===== config.mk =====
export PLATFORM = sky130hd
export DESIGN_NAME = dcache_ctl
export DESIGN_NICKNAME = d
export VERILOG_FILES = /design/src/rtl/dcache_ctl.sv
export SDC_FILE = /design/constraint.sdc
export NUM_CORES = 2
export LEC_CHECK = 0
export BUFFER_PORTS_ARGS = -buffer_cell sky130_fd_sc_hd__clkbuf_2
export CAP_MARGIN = 10
export CELL_PAD_IN_SITES_DETAIL_PLACEMENT = 1
export CELL_PAD_IN_SITES_GLOBAL_PLACEMENT = 2
export CORE_MARGIN = 4
export CORE_UTILIZATION = 48
export CTS_CLUSTER_SIZE = 16
export DETAILED_ROUTE_END_ITERATION = 8
export GPL_TIMING_DRIVEN = 1
export PLACE_DENSITY_LB_ADDON = 0.1
export SYNTH_ARGS = -nofsm -noshare
export SYNTH_HDL_FRONTEND = slang
export SYNTH_SLANG_ARGS = --single-unit

===== constraint.sdc =====
create_clock -name clk -period 7.3 [get_ports clk]
set_input_delay 1.46 -clock clk [delete_from_list [all_inputs] [get_ports clk]]
set_output_delay 1.46 -clock clk [all_outputs]
set_load 0.01 [all_outputs]

===== src/rtl/dcache_ctl.sv =====
// Direct-mapped, write-through, no-write-allocate data cache with one-word lines.
// Read hits complete in the request cycle; misses and all writes stall until main memory completes.
module dcache_ctl #(
  parameter int unsigned IDX_W = 6,
  parameter int unsigned CNT_W = 32
) (
  input  logic             clk,
  input  logic             reset,
  input  logic [31:0]      cpu_addr,
  input  logic             cpu_read,
  input  logic             cpu_write,
  input  logic [31:0]      cpu_wdata,
  output logic [31:0]      cpu_rdata,
  output logic             cpu_ready,
  output logic             cpu_hit,
  input  logic             flush,
  output logic [31:0]      mem_addr,
  output logic             mem_read,
  output logic             mem_write,
  output logic [31:0]      mem_wdata,
  input  logic [31:0]      mem_rdata,
  input  logic             mem_ready,
  output logic [CNT_W-1:0] hit_cnt,
  output logic [CNT_W-1:0] miss_cnt
);

  localparam int unsigned Lines = 2 ** IDX_W;
  localparam int unsigned TagW  = 30 - IDX_W;

  typedef enum logic [1:0] {StIdle, StFill, StWrite} state_e;

  state_e state_q, state_d;

  logic [31:0]      data_q [Lines];
  logic [TagW-1:0]  tag_q  [Lines];
  logic [Lines-1:0] valid_q;
  logic [CNT_W-1:0] hit_cnt_q, miss_cnt_q;

  logic [IDX_W-1:0] idx;
  logic [TagW-1:0]  tag;
  logic             lookup_hit;
  logic             fill_we, wr_hit_we, flush_go, hit_inc, miss_inc;
  logic             unused_addr;

  assign idx         = cpu_addr[IDX_W+1:2];
  assign tag         = cpu_addr[31:IDX_W+2];
  assign lookup_hit  = valid_q[idx] && (tag_q[idx] == tag);
  assign unused_addr = ^cpu_addr[1:0];

  assign mem_addr  = {cpu_addr[31:2], 2'b00};
  assign mem_wdata = cpu_wdata;
  assign hit_cnt   = hit_cnt_q;
  assign miss_cnt  = miss_cnt_q;

  always_ff @(posedge clk or negedge reset) begin
    if (!reset) begin
      state_q <= StIdle;
    end else begin
      state_q <= state_d;
    end
  end

  always_comb begin
    state_d = state_q;
    unique case (state_q)
      StIdle: begin
        if (cpu_write) begin
          state_d = StWrite;
        end else if (cpu_read && !lookup_hit) begin
          state_d = StFill;
        end
      end
      StFill:  if (mem_ready) state_d = StIdle;
      StWrite: if (mem_ready) state_d = StIdle;
      default: state_d = StIdle;
    endcase
  end

  always_comb begin
    cpu_ready = 1'b0;
    cpu_rdata = data_q[idx];
    cpu_hit   = 1'b0;
    mem_read  = 1'b0;
    mem_write = 1'b0;
    fill_we   = 1'b0;
    wr_hit_we = 1'b0;
    flush_go  = 1'b0;
    hit_inc   = 1'b0;
    miss_inc  = 1'b0;
    unique case (state_q)
      StIdle: begin
        if (cpu_write) begin
          wr_hit_we = lookup_hit;
        end else if (cpu_read) begin
          cpu_hit   = lookup_hit;
          cpu_ready = lookup_hit;
          hit_inc   = lookup_hit;
        end else begin
          flush_go  = flush;
        end
      end
      StFill: begin
        mem_read  = 1'b1;
        cpu_rdata = mem_rdata;
        cpu_ready = mem_ready;
        fill_we   = mem_ready;
        miss_inc  = mem_ready;
      end
      StWrite: begin
        mem_write = 1'b1;
        cpu_ready = mem_ready;
      end
      default: ;
    endcase
  end

  // Data/tag need no reset: a line is only ever read through its valid bit.
  always_ff @(posedge clk) begin
    if (fill_we) begin
      data_q[idx] <= mem_rdata;
      tag_q[idx]  <= tag;
    end else if (wr_hit_we) begin
      data_q[idx] <= cpu_wdata;
    end
  end

  always_ff @(posedge clk or negedge reset) begin
    if (!reset) begin
      valid_q    <= '0;
      hit_cnt_q  <= '0;
      miss_cnt_q <= '0;
    end else begin
      if (flush_go) begin
        valid_q <= '0;
      end else if (fill_we) begin
        valid_q[idx] <= 1'b1;
      end
      if (hit_inc)  hit_cnt_q  <= hit_cnt_q + CNT_W'(1);
      if (miss_inc) miss_cnt_q <= miss_cnt_q + CNT_W'(1);
    end
  end

endmodule


==> flow_summary.rst <==
.. list-table::
   :header-rows: 1

   * - Metric
     - Value
   * - TritonCTS Buffers
     - 385
   * - Cell Rows
     - 200
   * - Routed via count
     - 88.5k
   * - Post-detailed-placement cell area
     - 157000 µm²
   * - Post-detailed-routing wire length
     - 538000 µm
   * - Global-route wire length before repair
     - 735000 µm
   * - Aggregate global-route resource usage
     - 34.2%
   * - Yosys reg bits
     - 3714
   * - Worst r2r path cells
     - 15
   * - Height of the chip
     - 556 µm
   * - Primary FF master, synth
     - edfxtp_1
   * - Worst supply voltage drop on vdd
     - 0.000217 V
   * - Placeable core area
     - 298000 µm²
   * - Final period utilization
     - 99.1%
   * - I/O pin count
     - 266
   * - Fraction of synthesis flops using an asynchronous set or reset pin
     - 3.50%
   * - Mean instance size in the synthesized netlist
     - 18.1 µm²
   * - Cell variety after synth
     - 83
   * - Library cell used as clock root buffer
     - clkbuf_16
   * - Total of buffers placed on input and output ports
     - 261
   * - Cell count of the worst hold path
     - 1
   * - Leading area contributor after synthesis
     - edfxtp_1
   * - Max-slew headroom at the worst pin
     - 13.6%
   * - Post-synthesis sequential area ratio
     - 76.9%
   * - Top cells by instance count after synthesis
     - edfxtp_1 (3584), a221oi_1 (397), mux2i_1 (392), a22oi_1 (387), clkbuf_1 (256)
   * - Final weighted congestion in routability-driven placement
     - 0.889
   * - Number of setup violations in the final report
     - 0
   * - Global-route congestion overflow total
     - 0
   * - Type of the worst setup path
     - in -> out
   * - Final Max Tran Viols
     - 0
   * - Total DRC errors in the routed layout
     - 0
   * - Pwr/cell area
     - 272 nW/µm²
   * - Starting DRT DRC Count
     - 13.2k
   * - Antenna violation net count after detailed routing
     - 0
   * - Maximum number of pins on one net before global-route repair
     - 82
   * - Number of iterations in the first detailed-routing pass
     - 6
   * - Post-route design area
     - 169000 µm²
   * - Number of cells produced by synthesis
     - 7977
   * - Clock tree from TritonCTS
     - built
   * - Clock latency of the later-clocked register in the worst-skew pair
     - 950 ps
   * - Worst hold margin
     - 467 ps
   * - Final worst path period need
     - 7230 ps
   * - Number of nets at the end of the flow
     - 8901
   * - HPWL reported at the end of detailed placement
     - 326000 µm
   * - F_max
     - 138 MHz
   * - Type of the tightest min-delay check
     - reg -> reg
   * - Yosys top cell area share
     - 74.7%
   * - Vias per inst
     - 6.78
   * - Worst Path Arrival
     - 5770 ps
   * - Via count of the first global-routing pass
     - 89.0k
   * - Setup clock skew after layout
     - 45.7 ps
   * - Synth warnings
     - 0
   * - Growth of design area from synthesis to finish
     - 17.4%
   * - Buffer levels on the longest clock path
     - 4
   * - Outcome
     - completed
   * - Mapped cell area
     - 144000 µm²
   * - Actual slew at the worst max-slew pin
     - 1290 ps
   * - Die area
     - 309000 µm²
   * - Nature of the critical path startpoint
     - primary input
   * - Filler cell count
     - 26.2k
   * - Number of synthesized flops with an enable pin
     - 3584
   * - Hold violation count in the final report
     - 0
   * - Width of the die
     - 556 µm
   * - Max Cap Viol
     - 0
   * - Effective utilization at floorplan
     - 48.4%
   * - Share of post-route cells with drive strength above 1
     - 24.5%
   * - Antenna violations before repair
     - 25
   * - Maximum fanout along the worst path
     - 22
   * - Cell Count Post-Placement
     - 12.3k
   * - Depth of the CTS H-tree
     - 5
   * - Non-filler instance count after layout
     - 13.1k
   * - Setup repair after global routing missed its margin
     - no
   * - Critical Path Sink Type
     - primary output
   * - Library cell with the highest instance count after synthesis
     - edfxtp_1
   * - Post-detailed-route wirelength per cell
     - 41.3 µm
   * - Hold-fix buffer count after cts
     - 0
   * - Critical path required time
     - 5840 ps
   * - Cell leakage power
     - 56.5 nW
   * - Largest cells by area after synthesis
     - edfxtp_1 (75%), mux4_2 (3.3%), mux2i_1 (2.7%), a221oi_1 (2.4%), dfrtp_1 (2.3%)
   * - Total number of clock tree sinks
     - 3714
   * - Clock transition at the registers of the reported paths
     - 60 ps
-- state kept, by name, indices dropped and copies added (netlist names) --
register	flops
data_q	2048
tag_q	1536
valid_q	64
hit_cnt	32
miss_cnt	32
state_q	2
-- where the power goes --
group | leakage, nW | switching, mW | internal [mW]
clock | 5.81 | 8.25 | 10.7
sequential | 34.0 | 0.0456 | 23.5
combinational | 16.7 | 2.42 | 1.14
total | 56.5 | 10.7 | 35.3
-- layer usage --
metal,wire length (µm),up-vias,GRT usage [%]
li1,-,34540,-
met1,201000,47315,45.6
met4,30200,2,16.2
met3,49000,1189,5.23
met2,258000,5466,55.7
met5,17,-,0
-- what timing repair did --
item,4_1_cts,5_1_grt
pin swaps,2,8
buffers inserted,13,1
gates cloned,0,2
endpoints found under the setup margin,2,3
endpoints found under the hold margin,0,0
resized for setup,20,28
-- logic make-up after synthesis --
kind of cell | Yosys count | synth area share (%)
flip-flops | 3714 | 76.9
AO/OA/AOI/OAI | 1783 | 9.06
AND/OR/NAND/NOR | 903 | 3.30
multiplexers | 838 | 7.91
buffers and inverters | 646 | 2.22
XOR/XNOR | 86 | 0.523
adder cells (fa/ha/maj) | 6 | 0.0521
other | 1 | 0.00260
-- stage by stage --
| stage | worst slack [ps] | power [mW] | utilization [%] | setup TNS [ps] |
|---|---|---|---|---|
| final | 66.2 | 46.0 | 56.8 | 0 |
| after global placement | -812 | 27.4 | 52.7 | -927560 |
| after CTS | 29.9 | 46.1 | 56.8 | 0 |
| after detailed placement | -796 | 27.4 | 52.7 | -1016810 |
| after floorplan | 117 | 25.5 | - | 0 |
| after global routing | 20.1 | 47.2 | 56.8 | 0 |
-- final timing paths --
check,start,endpoint,slack [ps]
max,cpu_addr[2],cpu_ready,70
min,hit_cnt[31],hit_cnt[31],470
max reg2reg,tag_q[39][9],data_q[52][10],1470
min reg2reg,hit_cnt[31],hit_cnt[31],470
max in group asynchronous,reset,valid_q[43],5370
min in group asynchronous,reset,hit_cnt[26],530
-- layout make-up --
cell class,count,area [µm²],area share [%]
Clock inverter,196,1610,0.949
Tap cell,3939,4930,2.91
Multi-Input combinational cell,3618,31300,18.5
Sequential cell,3714,111000,65.5
Timing Repair Buffer,1053,10100,5.99
Inverter,21,98.8,0.0584
Antenna cell,11,27.5,0.0163
Clock buffer,501,10300,6.06
-- worst max-delay path, cell delays in order --
cell	delay, ps
buf_16	200
buf_4	270
nor2b_4	210
buf_4	350
a221oi_1	130
o21ai_0	690
a22o_1	330
nor4_2	70
xnor2_1	250
nor4_2	340
nand3_2	310
buf_4	250
or4_4	540
a21oi_2	180
clkbuf_2	160
-- layout by cell type, fill, tap and decap left out, drive strengths merged, types with 67 or more instances in the layout --
master / instances
o22ai: 146
o21ai: 166
mux2: 238
mux2i: 392
o21a: 67
mux4: 208
buf: 796
nand2: 228
dfrtp: 130
nor3: 101
a221oi: 397
edfxtp: 3584
a21oi: 241
nand3: 81
clkbuf: 758
nor2: 238
a22oi: 387
a22o: 109
clkinv: 151
Power figures use the tool's default switching activity.
